### src/rtl/mem_arb_pkg.sv
// Shared types and constants for the unified-memory arbiter.
package mem_arb_pkg;

    // Arbiter sequencing states
    typedef enum logic [1:0] {
        IDLE   = 2'd0,
        ACCESS = 2'd1,
        RESP   = 2'd2
    } state_t;

    // Which requester owns the transaction in flight
    typedef enum logic {
        OWN_IF = 1'b0,
        OWN_D  = 1'b1
    } owner_t;

    // Low address bits that must be zero for a word access
    localparam logic [1:0] ALIGN_MASK = 2'b11;

    function automatic logic is_misaligned(input logic [1:0] addr_lsb);
        return (addr_lsb & ALIGN_MASK) != 2'b00;
    endfunction

endpackage

### src/rtl/mem_arbiter_if.sv
// Requester and memory-side handshake bundle for mem_arbiter.
interface mem_arbiter_if #(
    parameter int unsigned ADDR_W = 32,
    parameter int unsigned DATA_W = 32
);
    localparam int unsigned BE_W = DATA_W / 8;

    // Instruction-fetch requester
    logic              if_req;
    logic [ADDR_W-1:0] if_addr;
    logic              if_valid;
    logic [DATA_W-1:0] if_rdata;
    logic              if_err;

    // Load/store requester
    logic              d_req;
    logic              d_we;
    logic [ADDR_W-1:0] d_addr;
    logic [DATA_W-1:0] d_wdata;
    logic [BE_W-1:0]   d_be;
    logic              d_valid;
    logic [DATA_W-1:0] d_rdata;
    logic              d_err;

    // Memory port
    logic              mem_req;
    logic              mem_we;
    logic [ADDR_W-1:0] mem_addr;
    logic [DATA_W-1:0] mem_wdata;
    logic [BE_W-1:0]   mem_be;
    logic              mem_ack;
    logic [DATA_W-1:0] mem_rdata;

    // Arbiter side
    modport slave (
        input  if_req, if_addr, d_req, d_we, d_addr, d_wdata, d_be,
               mem_ack, mem_rdata,
        output if_valid, if_rdata, if_err, d_valid, d_rdata, d_err,
               mem_req, mem_we, mem_addr, mem_wdata, mem_be
    );

    // Requesters plus memory (environment) side
    modport master (
        output if_req, if_addr, d_req, d_we, d_addr, d_wdata, d_be,
               mem_ack, mem_rdata,
        input  if_valid, if_rdata, if_err, d_valid, d_rdata, d_err,
               mem_req, mem_we, mem_addr, mem_wdata, mem_be
    );

endinterface

### src/rtl/mem_arb_prio.sv
// Winner selection with a saturating data-streak counter that guarantees
// fetch a grant after MAX_D_STREAK consecutive data grants.
module mem_arb_prio
    import mem_arb_pkg::*;
#(
    parameter int unsigned MAX_D_STREAK = 4
) (
    input  logic   clk,
    input  logic   reset,
    input  logic   i_arb,
    input  logic   i_if_req,
    input  logic   i_d_req,
    output owner_t o_winner
);
    localparam int unsigned    CW    = $clog2(MAX_D_STREAK + 1);
    localparam logic [CW-1:0]  C_MAX = CW'(MAX_D_STREAK);

    logic [CW-1:0] r_streak;
    logic          w_fetch_turn;

    assign w_fetch_turn = i_if_req && (r_streak == C_MAX);

    // Data wins unless fetch is waiting and the streak has reached its cap
    always_comb begin
        o_winner = OWN_IF;
        if (i_d_req && !w_fetch_turn) begin
            o_winner = OWN_D;
        end
    end

    // Streak counter: counts data grants taken while fetch is waiting
    always_ff @(posedge clk or negedge reset) begin
        if (!reset) begin
            r_streak <= '0;
        end else if (i_arb) begin
            if (o_winner == OWN_IF || !i_if_req) begin
                r_streak <= '0;
            end else if (r_streak != C_MAX) begin
                r_streak <= r_streak + CW'(1);
            end
        end
    end

endmodule

### src/rtl/mem_arbiter.sv
// Single-port memory arbiter: shares one memory port between instruction
// fetch and load/store, rejecting misaligned requests without a memory access.
module mem_arbiter
    import mem_arb_pkg::*;
#(
    parameter int unsigned ADDR_W       = 32,
    parameter int unsigned DATA_W       = 32,
    parameter int unsigned MAX_D_STREAK = 4
) (
    input  logic          clk,
    input  logic          reset,
    mem_arbiter_if.slave  bus
);
    localparam int unsigned BE_W = DATA_W / 8;

    state_t            r_state;
    state_t            w_state_nxt;
    owner_t            r_owner;
    owner_t            w_winner;
    logic              r_we;
    logic              r_err;
    logic [ADDR_W-1:0] r_addr;
    logic [DATA_W-1:0] r_wdata;
    logic [BE_W-1:0]   r_be;
    logic [DATA_W-1:0] r_rdata;

    logic              w_arb;
    logic              w_misaligned;
    logic [ADDR_W-1:0] w_sel_addr;

    logic              w_mem_req;
    logic              w_if_sel;
    logic              w_d_sel;

    assign w_arb = (r_state == IDLE) && (bus.if_req || bus.d_req);

    mem_arb_prio #(
        .MAX_D_STREAK (MAX_D_STREAK)
    ) u_prio (
        .clk      (clk),
        .reset    (reset),
        .i_arb    (w_arb),
        .i_if_req (bus.if_req),
        .i_d_req  (bus.d_req),
        .o_winner (w_winner)
    );

    assign w_sel_addr   = (w_winner == OWN_D) ? bus.d_addr : bus.if_addr;
    assign w_misaligned = is_misaligned(w_sel_addr[1:0]);

    // State register
    always_ff @(posedge clk or negedge reset) begin
        if (!reset) begin
            r_state <= IDLE;
        end else begin
            r_state <= w_state_nxt;
        end
    end

    // Next state: misaligned requests skip ACCESS entirely
    always_comb begin
        w_state_nxt = r_state;
        case (r_state)
            IDLE: begin
                if (w_arb) begin
                    w_state_nxt = w_misaligned ? RESP : ACCESS;
                end
            end
            ACCESS: begin
                if (bus.mem_ack) begin
                    w_state_nxt = RESP;
                end
            end
            RESP:    w_state_nxt = IDLE;
            default: w_state_nxt = IDLE;
        endcase
    end

    // Command latch at arbitration, read-data capture on ack
    always_ff @(posedge clk or negedge reset) begin
        if (!reset) begin
            r_owner <= OWN_IF;
            r_we    <= 1'b0;
            r_err   <= 1'b0;
            r_addr  <= '0;
            r_wdata <= '0;
            r_be    <= '0;
            r_rdata <= '0;
        end else begin
            case (r_state)
                IDLE: begin
                    if (w_arb) begin
                        r_owner <= w_winner;
                        r_addr  <= w_sel_addr;
                        r_err   <= w_misaligned;
                        r_rdata <= '0;
                        if (w_winner == OWN_D) begin
                            r_we    <= bus.d_we;
                            r_wdata <= bus.d_wdata;
                            r_be    <= bus.d_be;
                        end else begin
                            r_we    <= 1'b0;
                            r_wdata <= '0;
                            r_be    <= '1;
                        end
                    end
                end
                ACCESS: begin
                    if (bus.mem_ack) begin
                        r_rdata <= r_we ? '0 : bus.mem_rdata;
                    end
                end
                default: ;
            endcase
        end
    end

    // Outputs decode registered state only, so reset clears them asynchronously
    always_comb begin
        w_mem_req = (r_state == ACCESS);
        w_if_sel  = (r_state == RESP) && (r_owner == OWN_IF);
        w_d_sel   = (r_state == RESP) && (r_owner == OWN_D);
    end

    assign bus.mem_req   = w_mem_req;
    assign bus.mem_we    = w_mem_req & r_we;
    assign bus.mem_addr  = w_mem_req ? r_addr  : '0;
    assign bus.mem_wdata = w_mem_req ? r_wdata : '0;
    assign bus.mem_be    = w_mem_req ? r_be    : '0;

    assign bus.if_valid  = w_if_sel;
    assign bus.if_err    = w_if_sel & r_err;
    assign bus.if_rdata  = w_if_sel ? r_rdata : '0;
    assign bus.d_valid   = w_d_sel;
    assign bus.d_err     = w_d_sel & r_err;
    assign bus.d_rdata   = w_d_sel ? r_rdata : '0;

endmodule
### src/flat_wrapper.sv
// flat-port wrapper written by rule: the top's interface ports become plain ports
module mem_arbiter_flat import mem_arb_pkg::*;
#(
    parameter int unsigned ADDR_W       = 32,
    parameter int unsigned DATA_W       = 32,
    parameter int unsigned MAX_D_STREAK = 4
)
  (clk, reset, bus_if_req, bus_if_addr, bus_d_req, bus_d_we, bus_d_addr, bus_d_wdata, bus_d_be, bus_mem_ack, bus_mem_rdata, bus_if_valid, bus_if_rdata, bus_if_err, bus_d_valid, bus_d_rdata, bus_d_err, bus_mem_req, bus_mem_we, bus_mem_addr, bus_mem_wdata, bus_mem_be);
  mem_arbiter_if #(.ADDR_W(ADDR_W), .DATA_W(DATA_W)) bus_i ();
  input  logic clk;
  input  logic reset;
  input wire logic [$bits(bus_i.if_req)-1:0] bus_if_req;
  input wire logic [$bits(bus_i.if_addr)-1:0] bus_if_addr;
  input wire logic [$bits(bus_i.d_req)-1:0] bus_d_req;
  input wire logic [$bits(bus_i.d_we)-1:0] bus_d_we;
  input wire logic [$bits(bus_i.d_addr)-1:0] bus_d_addr;
  input wire logic [$bits(bus_i.d_wdata)-1:0] bus_d_wdata;
  input wire logic [$bits(bus_i.d_be)-1:0] bus_d_be;
  input wire logic [$bits(bus_i.mem_ack)-1:0] bus_mem_ack;
  input wire logic [$bits(bus_i.mem_rdata)-1:0] bus_mem_rdata;
  output wire logic [$bits(bus_i.if_valid)-1:0] bus_if_valid;
  output wire logic [$bits(bus_i.if_rdata)-1:0] bus_if_rdata;
  output wire logic [$bits(bus_i.if_err)-1:0] bus_if_err;
  output wire logic [$bits(bus_i.d_valid)-1:0] bus_d_valid;
  output wire logic [$bits(bus_i.d_rdata)-1:0] bus_d_rdata;
  output wire logic [$bits(bus_i.d_err)-1:0] bus_d_err;
  output wire logic [$bits(bus_i.mem_req)-1:0] bus_mem_req;
  output wire logic [$bits(bus_i.mem_we)-1:0] bus_mem_we;
  output wire logic [$bits(bus_i.mem_addr)-1:0] bus_mem_addr;
  output wire logic [$bits(bus_i.mem_wdata)-1:0] bus_mem_wdata;
  output wire logic [$bits(bus_i.mem_be)-1:0] bus_mem_be;
  assign bus_i.if_req = bus_if_req;
  assign bus_i.if_addr = bus_if_addr;
  assign bus_i.d_req = bus_d_req;
  assign bus_i.d_we = bus_d_we;
  assign bus_i.d_addr = bus_d_addr;
  assign bus_i.d_wdata = bus_d_wdata;
  assign bus_i.d_be = bus_d_be;
  assign bus_i.mem_ack = bus_mem_ack;
  assign bus_i.mem_rdata = bus_mem_rdata;
  assign bus_if_valid = bus_i.if_valid;
  assign bus_if_rdata = bus_i.if_rdata;
  assign bus_if_err = bus_i.if_err;
  assign bus_d_valid = bus_i.d_valid;
  assign bus_d_rdata = bus_i.d_rdata;
  assign bus_d_err = bus_i.d_err;
  assign bus_mem_req = bus_i.mem_req;
  assign bus_mem_we = bus_i.mem_we;
  assign bus_mem_addr = bus_i.mem_addr;
  assign bus_mem_wdata = bus_i.mem_wdata;
  assign bus_mem_be = bus_i.mem_be;
  mem_arbiter #(.ADDR_W(ADDR_W), .DATA_W(DATA_W), .MAX_D_STREAK(MAX_D_STREAK)) u_core (.clk(clk), .reset(reset), .bus(bus_i));
endmodule
### config.mk
export PLATFORM = sky130hd
export DESIGN_NAME = mem_arbiter_flat
export DESIGN_NICKNAME = d
export VERILOG_FILES = /design/src/rtl/mem_arb_pkg.sv /design/src/rtl/mem_arbiter_if.sv /design/src/rtl/mem_arb_prio.sv /design/src/rtl/mem_arbiter.sv /design/src/flat_wrapper.sv
export SDC_FILE = /design/constraint.sdc
export NUM_CORES = 1
export LEC_CHECK = 0
export CORE_MARGIN = 2
export CORE_UTILIZATION = 42
export CTS_CLUSTER_DIAMETER = 30
export CTS_CLUSTER_SIZE = 14
export DETAILED_ROUTE_END_ITERATION = 16
export GPL_TIMING_DRIVEN = 0
export HOLD_SLACK_MARGIN = 0.02
export PLACE_DENSITY = 0.81
export SYNTH_ARGS = -nofsm -noshare
export SYNTH_HDL_FRONTEND = slang
export SYNTH_HIERARCHICAL = 1
export SYNTH_SLANG_ARGS = --single-unit
### constraint.sdc
create_clock -name clk -period 2.8 [get_ports clk]
set_clock_uncertainty 0.05 [all_clocks]
set_input_delay 0.56 -clock clk [delete_from_list [all_inputs] [get_ports clk]]
set_output_delay 0.56 -clock clk [all_outputs]
set_load 0.1 [all_outputs]
==> flow_summary_export.csv <==
group,metric,value,unit
timing,min_period_over_period,0.9722,
synthesis,synthesis.instances,581,
timing,rsz0062_at_grt,"yes",
synthesis,synth-xor-area-share,0,
detailed_routing,drt-initial-drc-count,193,
finish,antenna-diode-count,0,
pwr,seq_power_share,0.361,
status,outcome,"finished, final reports clean",
synthesis,share_of_cell_area_taken_by_muxes_after_synthesis,0.2554,
synthesis,seq_area_frac_synth,0.4421,
synthesis,synth_top_cells_by_count,"and2_1, dfrtp_1, inv_1",
clock_tree,worst_setup_hold_path_clk_slew,0.07,ns
global_route,grt_antenna_before_repair,0,
synthesis,netlist_top_cells_area,"dfrtp_1, and2_1, mux2i_1",
timing,timing.final.ws_setup,0.07791,ns
synthesis,async_reset_ff_frac,1.000,
pwr,ir_drop,0.0003197,V
global_route,grt_pass1_wl,26.83,mm
placement,gp_congestion,0.8027,
pwr,cellPowerDensity,672.6,mW/mm^2
clock_tree,clk-insertion-delay-late,0.35,ns
synthesis,dominant_combinational_cell_family_by_area_after_synthesis,"multiplexers",
synthesis,synth_fp_nets,721,
die,dieArea,0.01554,mm^2
timing,final_max_slew_viol_count,0,
die,coreArea,0.01437,mm^2
synthesis,synth_compound_area_frac,0.01085,
detailed_routing,drt_drc_violations_left,0,
placement,detailedPlace.worstSlack,-0.6264,ns
detailed_routing,drt.antenna.violating_nets,0,
pwr,clock_power_share,0.199,
timing,max-slew-margin-rel,0.5797,
placement,place_hpwl,12.56,mm
synthesis,yosys_most_used_dff,"dfrtp_1",
synthesis,yosys_top_cell_by_area,"dfrtp_1",
timing,whs,0.1657,ns
synthesis,syn-cell-area,0.006113,mm^2
critical_path,end_kind,"output pin",
global_route,grt_overflow,0,
finish,final_area,0.009065,mm^2
synthesis,synth_simple_gate_area_frac,0.2008,
timing,report.final.setup_viol,0,
die,die_height,124.6,um
pwr,cellInternalPower,3675,uW
critical_path,critPathRequiredTime,2.19,ns
clock_tree,cts_setup_buffers,0,
synthesis,avg_synthesized_cell_area,10.52,um^2
finish,nets,1008,
finish,final_core_util,0.6309,
synthesis,synthesis_warning_total,6,
global_route,vias_in_the_first_global_route,5083,
synthesis,ys_ff_latch,108,
finish,area_growth_syn_to_layout,48.28,%
synthesis,post_synth_edffs,0,
timing,period_minus_slack,2.722,ns
critical_path,critical_path.startpoint_type,"flip-flop",
die,initial_utilization,0.4255,
placement,portbufs,275,
synthesis,synth_adder_area_share,0.004093,
detailed_routing,wl_per_cell,15.48,um
clock_tree,cts.path.max_buffers,2,
pwr,switching_share,0.3972,
clock_tree,cts_max_level,3,
clock_tree,cts_hold_buffers,0,
critical_path,setup_cp_type,"reg2out",
synthesis,synth_top_cell_area_share,0.4421,
die,ioPinCount,276,
detailed_routing,viasPerCell,4.660,
global_route,grt_max_degree,64,
clock_tree,tritoncts,"done",
pwr,total_switching_power,2422,uW
detailed_routing,via_count,4926,
clock_tree,tritoncts.num_buffers,9,
die,die_w,124.6,um
finish,drive_gt1_frac,0.2841,
clock_tree,numClockSinks,108,
timing,max_freq,367.4,MHz
min_path,hold_class,"in2async",
pwr,cellLeakagePower,0.004362,uW
pwr,comb_power_share,0.440,
synthesis,yosysUniqueCellTypes,35,
synthesis,yosys.cell_count.top_type,"and2_1",
critical_path,critical_path_arrival,2.11,ns
critical_path,crit_fanout,10,
global_route,track_usage,0.2170,
clock_tree,clockRootBuffer,"clkbuf_16",
timing,worstMarginPinSlew,0.6305,ns
timing,final_hold_viol_count,0,
placement,placed_area,0.009125,mm^2
detailed_routing,post_detailed_routing_wire_length,16.37,mm
detailed_routing,drt_pass1_iterations,4,
flow_run,timing.max_cap.violations,0,
die,placementRows,44,
==> path summary, 6_finish.rpt <==
kind,from,to,slack (ns),depth (start not counted)
hold / removal,reset,u_core/r_addr[19],0.17,1
setup reg to reg,u_core/u_prio/r_streak[0],u_core/r_addr[28],0.38,7
setup / recovery,u_core/r_state[0],bus_d_rdata[17],0.08,5
hold reg to reg,u_core/r_addr[30],u_core/r_addr[30],0.43,1
min in group clk,u_core/r_addr[30],u_core/r_addr[30],0.43,1
max in group asynchronous,reset,u_core/r_rdata[6],1.78,2
==> sequential cells by signal (all words and copies together) (netlist names) <==
register / count
u_core/r_addr: 32
u_core/r_rdata: 32
u_core/r_wdata: 32
u_core/r_be: 4
u_core/u_prio/r_streak: 3
u_core/r_state: 2
u_core/r_err: 1
u_core/r_owner: 1
u_core/r_we: 1
==> timing repair <==
action,CTS,global route
endpoints found under the setup margin,138,104
gates resized for setup,720,71
hold endpoints to repair,0,0
==> critical path, cell delays in order, from the launching register on <==
cell	delay [ns]
dfrtp_1	0.37
buf_6	0.14
and3b_1	0.37
clkbuf_1	0.29
and2_1	0.17
buf_2	0.42
==> per-layer routing <==
| metal | up-vias | global-route usage | part of all wire |
|---|---|---|---|
| met2 | 185 | 0.3658 | 0.49 |
| met5 | - | 0 | 0 |
| met4 | 0 | 0.07403 | 0.018 |
| li1 | 2402 | - | - |
| met3 | 18 | 0.05971 | 0.078 |
| met1 | 2321 | 0.2684 | 0.41 |
==> cell families after synthesis <==
group / after synthesis
muxes: 136
DFF: 108
adders and majority gates: 2
and+or+nand+nor: 221
AOI/OAI and AO/OA: 7
buffers and inverters: 107
==> metrics by stage <==
step | std cells | power, uW | TNS, ns
after floorplan | 581 | 4207 | 0
after global placement | 1040 | 4909 | -400.26
after detailed placement | 1041 | 4965 | -58.06
after CTS | 1057 | 6145 | 0
after global routing | 1057 | 6420 | -0.005250
final | 1057 | 6097 | 0
==> cell type report <==
cell class / instances / area, um^2
buffer: 36 / 270.3
clock buffer: 13 / 260.3
clock inverter: 3 / 21.27
fill: 1282 / 5304
inverter: 71 / 271.5
multi-input combinational: 366 / 2887
sequential: 108 / 2703
tap: 184 / 230.2
timing repair buffer: 276 / 2422
==> power by group through the flow <==
| stage | Clock (uW) | Sequential (uW) | Combinational (uW) |
|---|---|---|---|
| detailed placement | 0 | 2220 | 2750 |
| CTS | 1250 | 2200 | 2690 |
| global route | 1330 | 2250 | 2840 |
| global placement | 0 | 2200 | 2710 |
| finish | 1220 | 2200 | 2680 |
| floorplan | 0 | 2140 | 2070 |
==> cell usage in the layout (no fill, tap or decap), drive strengths merged, types with 3 or more instances in the layout <==
master / instances
buf: 96
dfrtp: 108
mux2i: 66
nand2: 68
clkdlybuf4s50: 136
mux2: 70
clkdlybuf4s15: 10
clkbuf: 83
and2: 136
clkinv: 3
nand2b: 4
inv: 70
(Power assumes the default switching activity.)
